<file path="config.mk">
export PLATFORM = sky130hd
export DESIGN_NAME = fib_seq_ctrl
export DESIGN_NICKNAME = d
export VERILOG_FILES = /design/src/rtl/fib_seq_ctrl.sv
export SDC_FILE = /design/constraint.sdc
export NUM_CORES = 1
export LEC_CHECK = 0
export ABC_AREA = 1
export CAP_MARGIN = 20
export CORE_AREA = 2 2 131 133
export CTS_CLUSTER_SIZE = 24
export DETAILED_ROUTE_END_ITERATION = 10
export DIE_AREA = 0 0 133 135
export GPL_TIMING_DRIVEN = 0
export PLACE_DENSITY = 0.75
export SYNTH_ARGS = -nofsm -noshare
export SYNTH_HDL_FRONTEND = slang
export SYNTH_SLANG_ARGS = --single-unit
</file>
<file path="constraint.sdc">
create_clock -name clk -period 4.5 [get_ports clk]
set_input_delay 0.45 -clock clk [delete_from_list [all_inputs] [get_ports clk]]
set_output_delay 0.45 -clock clk [all_outputs]
set_load 0.02 [all_outputs]
</file>
<file path="src/rtl/fib_seq_ctrl.sv">
// fib_seq_ctrl: fills a run of consecutive bank registers with a generalised
// Fibonacci sequence, one term per clock, using read ports 1/2 and the write port.
// Optional build macro: FIB_SEQ_SATURATE_EN (saturate terms on carry-out
// instead of wrapping).
module fib_seq_ctrl #(
  parameter int unsigned DATA_W = 32,
  parameter int unsigned ADDR_W = 5
) (
  input  logic              clk,
  input  logic              arst_n,
  input  logic              start,
  input  logic [ADDR_W-1:0] n_terms,
  input  logic [ADDR_W-1:0] base_dir,
  input  logic [DATA_W-1:0] seed0,
  input  logic [DATA_W-1:0] seed1,
  output logic              busy,
  output logic              done,
  output logic              overflow,
  output logic              rf_write_en,
  output logic [ADDR_W-1:0] rf_write_dir,
  output logic [DATA_W-1:0] rf_write_data,
  output logic [ADDR_W-1:0] rf_read_dir1,
  output logic [ADDR_W-1:0] rf_read_dir2,
  input  logic [DATA_W-1:0] rf_read_data1,
  input  logic [DATA_W-1:0] rf_read_data2
);

  localparam logic [2:0] S_IDLE = 3'd0;
  localparam logic [2:0] S_W0   = 3'd1;
  localparam logic [2:0] S_W1   = 3'd2;
  localparam logic [2:0] S_CALC = 3'd3;
  localparam logic [2:0] S_DONE = 3'd4;

  logic [2:0]        r_state;
  logic [2:0]        w_state_nxt;
  logic [ADDR_W-1:0] r_n;
  logic [ADDR_W-1:0] r_base;
  logic [ADDR_W-1:0] r_i;
  logic [DATA_W-1:0] r_seed0;
  logic [DATA_W-1:0] r_seed1;
  logic              r_ovf;

  logic [DATA_W:0]   w_sum;
  logic              w_carry;
  logic [DATA_W-1:0] w_term;
  logic [ADDR_W-1:0] w_calc_dir;
  logic              w_last;

  // Sum of the two previous terms, one bit wider to expose the carry-out
  assign w_sum   = {1'b0, rf_read_data1} + {1'b0, rf_read_data2};
  assign w_carry = w_sum[DATA_W];

`ifdef FIB_SEQ_SATURATE_EN
  // Clamp to all-ones on carry-out; later sums with this term keep saturating
  assign w_term = w_carry ? {DATA_W{1'b1}} : w_sum[DATA_W-1:0];
`else
  // Wrap modulo 2^DATA_W; overflow flag still records the carry
  assign w_term = w_sum[DATA_W-1:0];
`endif

  // Address of term i; arithmetic wraps modulo the bank depth
  assign w_calc_dir = r_base + r_i;
  assign w_last     = (r_i == (r_n - ADDR_W'(1)));
  assign overflow   = r_ovf;

  // State register
  always_ff @(posedge clk or negedge arst_n) begin
    if (!arst_n) r_state <= S_IDLE;
    else         r_state <= w_state_nxt;
  end

  // Run parameters, term index and sticky overflow
  always_ff @(posedge clk or negedge arst_n) begin
    if (!arst_n) begin
      r_n     <= '0;
      r_base  <= '0;
      r_i     <= '0;
      r_seed0 <= '0;
      r_seed1 <= '0;
      r_ovf   <= 1'b0;
    end else begin
      case (r_state)
        S_IDLE: begin
          if (start) begin
            r_n     <= n_terms;
            r_base  <= base_dir;
            r_seed0 <= seed0;
            r_seed1 <= seed1;
            r_i     <= '0;
            r_ovf   <= 1'b0;
          end
        end
        S_W1:   r_i <= ADDR_W'(2);
        S_CALC: begin
          r_i <= r_i + ADDR_W'(1);
          if (w_carry) r_ovf <= 1'b1;
        end
        default: ;
      endcase
    end
  end

  // Next-state and bank-port decode from registered state
  always_comb begin
    w_state_nxt   = r_state;
    busy          = 1'b0;
    done          = 1'b0;
    rf_write_en   = 1'b0;
    rf_write_dir  = '0;
    rf_write_data = '0;
    rf_read_dir1  = '0;
    rf_read_dir2  = '0;
    case (r_state)
      S_IDLE: begin
        if (start) w_state_nxt = (n_terms != '0) ? S_W0 : S_DONE;
      end
      S_W0: begin
        busy          = 1'b1;
        rf_write_en   = 1'b1;
        rf_write_dir  = r_base;
        rf_write_data = r_seed0;
        w_state_nxt   = (r_n >= ADDR_W'(2)) ? S_W1 : S_DONE;
      end
      S_W1: begin
        busy          = 1'b1;
        rf_write_en   = 1'b1;
        rf_write_dir  = r_base + ADDR_W'(1);
        rf_write_data = r_seed1;
        w_state_nxt   = (r_n >= ADDR_W'(3)) ? S_CALC : S_DONE;
      end
      S_CALC: begin
        busy          = 1'b1;
        rf_write_en   = 1'b1;
        rf_write_dir  = w_calc_dir;
        rf_write_data = w_term;
        rf_read_dir1  = w_calc_dir - ADDR_W'(2);
        rf_read_dir2  = w_calc_dir - ADDR_W'(1);
        w_state_nxt   = w_last ? S_DONE : S_CALC;
      end
      S_DONE: begin
        busy        = 1'b1;
        done        = 1'b1;
        w_state_nxt = S_IDLE;
      end
      default: w_state_nxt = S_IDLE;
    endcase
  end

endmodule

</file>
Word level (Yosys, flattened, before mapping)
Cells that the tools add are included.
Word-level totals
  input bits: 141
  register bits after elaboration: 83
  word-level logic and storage cells: 50
  output and inout bits: 51
Operators by class
  $lt $le $gt $ge: 2
  equal/unequal tests: 7
  reductions and logical operators: 9
  muxes and demuxes: 18
  add/subtract/negate cells: 7
Operators by type and width (count)
  $pmux W32 S3: 1
  $add A32 B32 Y33: 1
  $pmux W5 S3: 2
  $mux W3: 5
  $mux W5: 3
  $pmux W3 S4: 1
  $add A5 B1 Y5 const B: 2
  $ge A5 B2 Y1 const B: 2
  $sub A5 B1 Y5 const B: 2
  $eq A3 B2 Y1 const B: 2
  $add A5 B5 Y5: 1
  $eq A5 B5 Y1: 1
  $mux W1: 5
  $reduce_bool A5 Y1: 1
  $sub A5 B2 Y5 const B: 1
  $ne A2 B2 Y1 const B: 2
  $reduce_and A2 Y1: 2
  $reduce_or A4 Y1: 1
  $eq A3 B1 Y1 const B: 1
  $eq A3 B3 Y1 const B: 1
  $logic_not A3 Y1: 1
  $reduce_and A3 Y1: 1
  $reduce_bool A3 Y1: 1
  $reduce_or A3 Y1: 1
  other kinds (2): 2

Longest topological paths before layout
  word-level depth: 4
  gate-level depth with buffers: 13
  gate-level depth less buffers: 13

Least setup slack after synthesis
Ideal clock, no wire load.
  path kind: reg-to-output
  from: register r_base[0]
  to: output rf_read_dir2[3]
  cell stages (with the launch flop): 10
  slack: 1.983 ns
  data arrival time: 2.067 ns
  data required time: 4.050 ns
  cell sequence: dfrtp_1 > ha_1 > fa_1 > xor2_1 > inv_1 > ha_1 > inv_1 > a21oi_1 > xor2_1 > nor2_1
Between the ends
  longest elaborated chain between the ends: 3
RTL lines
  start: declaration: line 37  | logic [ADDR_W-1:0] r_base;
  start signal: assignment: line 86  | r_base <= base_dir;
  $add A5 B5 Y5: line 62  | assign w_calc_dir = r_base + r_i;
  $sub A5 B1 Y5: line 137  | rf_read_dir2 = w_calc_dir - ADDR_W'(1);
  $mux W5: line 113  | case (r_state)
  end: declaration: line 23  | output logic [ADDR_W-1:0] rf_read_dir2,
No other way between the ends.

Final worst setup path
  from: input rf_read_data1[0]
  to: output rf_write_data[24]
Between the ends
  longest elaborated chain between the ends: 2
RTL lines
  start: declaration: line 24  | input logic [DATA_W-1:0] rf_read_data1,
  $add A32 B32 Y33: line 50  | assign w_sum = {1'b0, rf_read_data1} + {1'b0, rf_read_data2};
  $pmux W32 S3: line 113
  end: declaration: line 21  | output logic [DATA_W-1:0] rf_write_data,
No other way between the ends.

==> summary.md <==
| Metric | Value |
|---|---|
| Critical Path, Cell by Cell | `clkdlybuf4s50_1, ha_1, fa_1, nand3_1, nand3_1, nand2_1, nand2_1, nand2_1, nand2_1, nand2_1, nand2_1, nand2_1, nand3_1, nand2_1, clkdlybuf4s50_1` |
| First-pass GRT wire length | `33.0 mm` |
| Commonest non-fill, non-tap cell in the layout | `nand2_1` |
| Max cap viols | `0` |
| Drt pass-1 iters | `5` |
| Commonest cells after routing, fill and taps aside | `321 x nand2_1, 190 x clkdlybuf4s50_1, 154 x inv_1, 83 x dfrtp_1, 77 x nand3_1` |
| Syn_area_per_cell | `7.06 um2` |
| Die W | `133 um` |
| Routability cong. | `0.890` |
| Pwr/cell area | `624 nW/um2` |
| Worst-path fanout max | `5` |
| Die area | `18000 um2` |
| ANT cells | `0` |
| Setup violators final | `0` |
| Synthesized flop and latch total | `83` |
| # IOs | `192` |
| Largest family of logic cells by synthesized area | `simple AND/OR/NAND/NOR gates` |
| TritonCTS clock tree | `done` |
| Detail Placement HPWL | `17.0 mm` |
| Global Route Usage Sum | `23.5%` |
| Sw power | `0.00260 W` |
| Worst slew margin | `72.2%` |
| Final WL | `20.8 mm` |
| Core footprint | `16400 um2` |
| Register clock-pin slew on the reported worst setup and hold paths | `0.06 ns` |
| Worst-case vdd ir drop | `786 uV` |
| Seq/Total Area, Yosys | `30.2%` |
| Buffers on Ports | `191` |
| Reg power frac | `23.4%` |
| Final hold viol count | `0` |
| Mapped Area | `6870 um2` |
| Compound-Gate Fraction of Synth Area | `7.36%` |
| Total power | `0.00585 W` |
| Simple-Gate Fraction of Synth Area | `30.4%` |
| Clock Power Share | `12.5%` |
| Post-synthesis mux area share | `11.0%` |
| Root Buffer | `clkbuf_16` |
| CP endpoint kind | `primary output` |
| CP max stage delay | `0.60 ns` |
| Combinational power share | `64.2%` |
| Switching part of the total | `44.5%` |
| Row Count | `47` |
| Worst-Margin Slew | `0.417 ns` |
| Int Power | `0.00325 W` |
| Initial cell density of the core | `41.9%` |
| GR Overflow Total | `0` |
| Crit path buf inv count | `2` |
| Pleak | `4.74 nW` |
| Status | `finished, final reports clean` |
| Crit-path leading delay family | `simple AND/OR/NAND/NOR gates` |
| Num CTS Buffers | `9` |
| Iteration-0 DRC Markers | `426` |
| Post-Synth XOR/XNOR Area | `2.02%` |
| Tmin final | `3.79 ns` |
| Synth area leader | `dfrtp_1` |
| Hold Crit Class | `in2async` |
| Yosys cell types | `38` |
| Worst EP required | `4.05 ns` |
| Achievable Freq | `0.264 GHz` |
| Crit-path most repeated cell | `nand2_1` |
| Final core utilization | `57.2%` |
| Setup CP Type | `in2out` |
| Yosys warns | `0` |
| H-Tree Depth | `3` |
| Setup bufs post-CTS | `0` |
| Crit-path slowest cell | `clkdlybuf4s50_1` |
| Clk Latency, worst-skew pair | `0.34 ns` |
| Total number of vias | `6866` |
| Layout cells sized above 1 | `7.71%` |
| Crit share post-route | `84.2%` |
| Post-Synth Adder-Cell Area | `8.59%` |
| Crit path launch type | `primary input` |
| Fin. max-slew vios | `0` |
| Yosys top cell area share | `30.2%` |
| Initial antenna violation count | `0` |
| Largest net degree at the start of global routing | `55` |
| Clk sinks | `83` |
| Setup TNS | `0 ns` |
| Post_cts resized | `0` |
| RSZ-0062 raised after global routing | `false` |
| Vias in the first global route | `6520` |
| Cell count after synthesis | `973` |
| Per-cell routed wire length | `14.8 um` |
| Antenna Violating Nets Remaining | `0` |
| Post-layout net count | `1363` |
| Clock buffer depth | `2` |
| Overall die height | `135 um` |
| Area growth syn-to-layout | `36.5%` |
| Data arrival, critical path | `3.34 ns` |
| Top cells by area, synth | `dfrtp_1 30%, nand2_1 18%, inv_1 8.4%, ha_1 8.0%, mux2_1 5.7%` |
| Number of remaining DRC errors | `0` |
| Via/cell ratio | `4.90` |
| CTS Hold Bufs | `0` |
| Net Count, Synth | `1160` |
| Final Skew | `0.00806 ns` |
-- cells by family after synthesis --
| family | after synthesis |
|---|---|
| compound gates | 83 |
| xor+xnor | 15 |
| fa+ha+maj | 46 |
| buf+inv | 177 |
| flops | 83 |
| mux | 67 |
| simple gates | 502 |
-- layer usage --
| metal | vias up | track usage, % | routed length [um] |
|---|---|---|---|
| met5 | - | 0 | 0 |
| met4 | 0 | 7.71 | 516 |
| met3 | 33 | 3.00 | 1160 |
| met2 | 188 | 41.0 | 10000 |
| met1 | 3151 | 30.2 | 9110 |
| li1 | 3494 | - | - |
-- worst reg2reg max path, stage by stage, from the launching register on --
cell and delay [ns]:
dfrtp_1 0.39, inv_1 0.12, ha_1 0.25, xnor2_1 0.24, xor2_1 0.17, nand2_1 0.08, o21ai_0 0.22, nand3_1 0.11
nand2_1 0.07, inv_1 0.03
-- sequential cells by signal, indices dropped and copies added, names as in the netlist --
register,cells
r_seed0,32
r_seed1,32
r_base,5
r_i,5
r_n,5
r_state,3
overflow,1
-- worst paths after layout --
check | slack, ns | end | from | cells past startpoint
worst max register to register | 2.72 | r_state[0] | r_n[0] | 9
max in group asynchronous | 3.86 | r_seed0[17] | arst_n | 2
worst max-delay path | 0.71 | rf_write_data[24] | rf_read_data1[0] | 15
worst min register to register | 0.49 | r_n[4] | r_n[4] | 2
worst min-delay path | 0.04 | r_n[1] | arst_n | 1
min in group clk | 0.49 | r_n[4] | r_n[4] | 2
-- power groups by stage --
| stage | combinational, W | sequential [W] | clock (W) |
|---|---|---|---|
| finish | 0.00375 | 0.00137 | 0.000730 |
| global route | 0.00407 | 0.00141 | 0.000777 |
| CTS | 0.00377 | 0.00136 | 0.000746 |
| detailed placement | 0.00375 | 0.00138 | 0 |
| global placement | 0.00371 | 0.00136 | 0 |
| floorplan | 0.00231 | 0.00131 | 0 |
-- area by class of cell --
class	instances	area, um2
timing repair buffer	192	1940
multi-input combinational	713	4080
clock inverter	4	50.0
tap	220	275
inverter	158	593
fill	1540	7030
buffer	19	124
clock buffer	12	246
sequential	83	2080
-- through the flow --
| step | cells | worst slack [ns] | area, um2 | hold slack [ns] |
|---|---|---|---|---|
| after detailed placement | 1385 | 0.723 | 9080 | 0.410 |
| after global routing | 1401 | 0.500 | 9380 | 0.0709 |
| after CTS | 1401 | 0.723 | 9380 | 0.0475 |
| after floorplan | 973 | 1.98 | 6870 | 0.154 |
| final | 1401 | 0.710 | 9380 | 0.0415 |
| after global placement | 1384 | -0.00660 | 9060 | 0.469 |
-- cell usage after synthesis --
cell type and count:
ha_1 44, nor2_1 65, nor2_2 3, or2_0 1, a21o_1 1, inv_1 154
a21oi_1 38, buf_4 9, or2_2 10, nor3_2 1, nand2_2 2, and2_1 3
o211ai_1 5, nand4_1 3, o22ai_1 1, o21ai_1 1, dfrtp_1 83, xor2_1 5
inv_2 4, and3b_1 1, xnor2_1 9, fa_1 2, nand2_1 321, nor2_4 2
buf_2 9, nand3_1 77, a22o_1 13, nor3_1 9, xor2_2 1, nand3b_1 4
a22oi_1 4, o21bai_1 3, o221ai_1 1, buf_6 1, o21ai_0 15, mux2_1 35
mux2_2 32, o21ai_2 1
(Power assumes the default switching activity.)
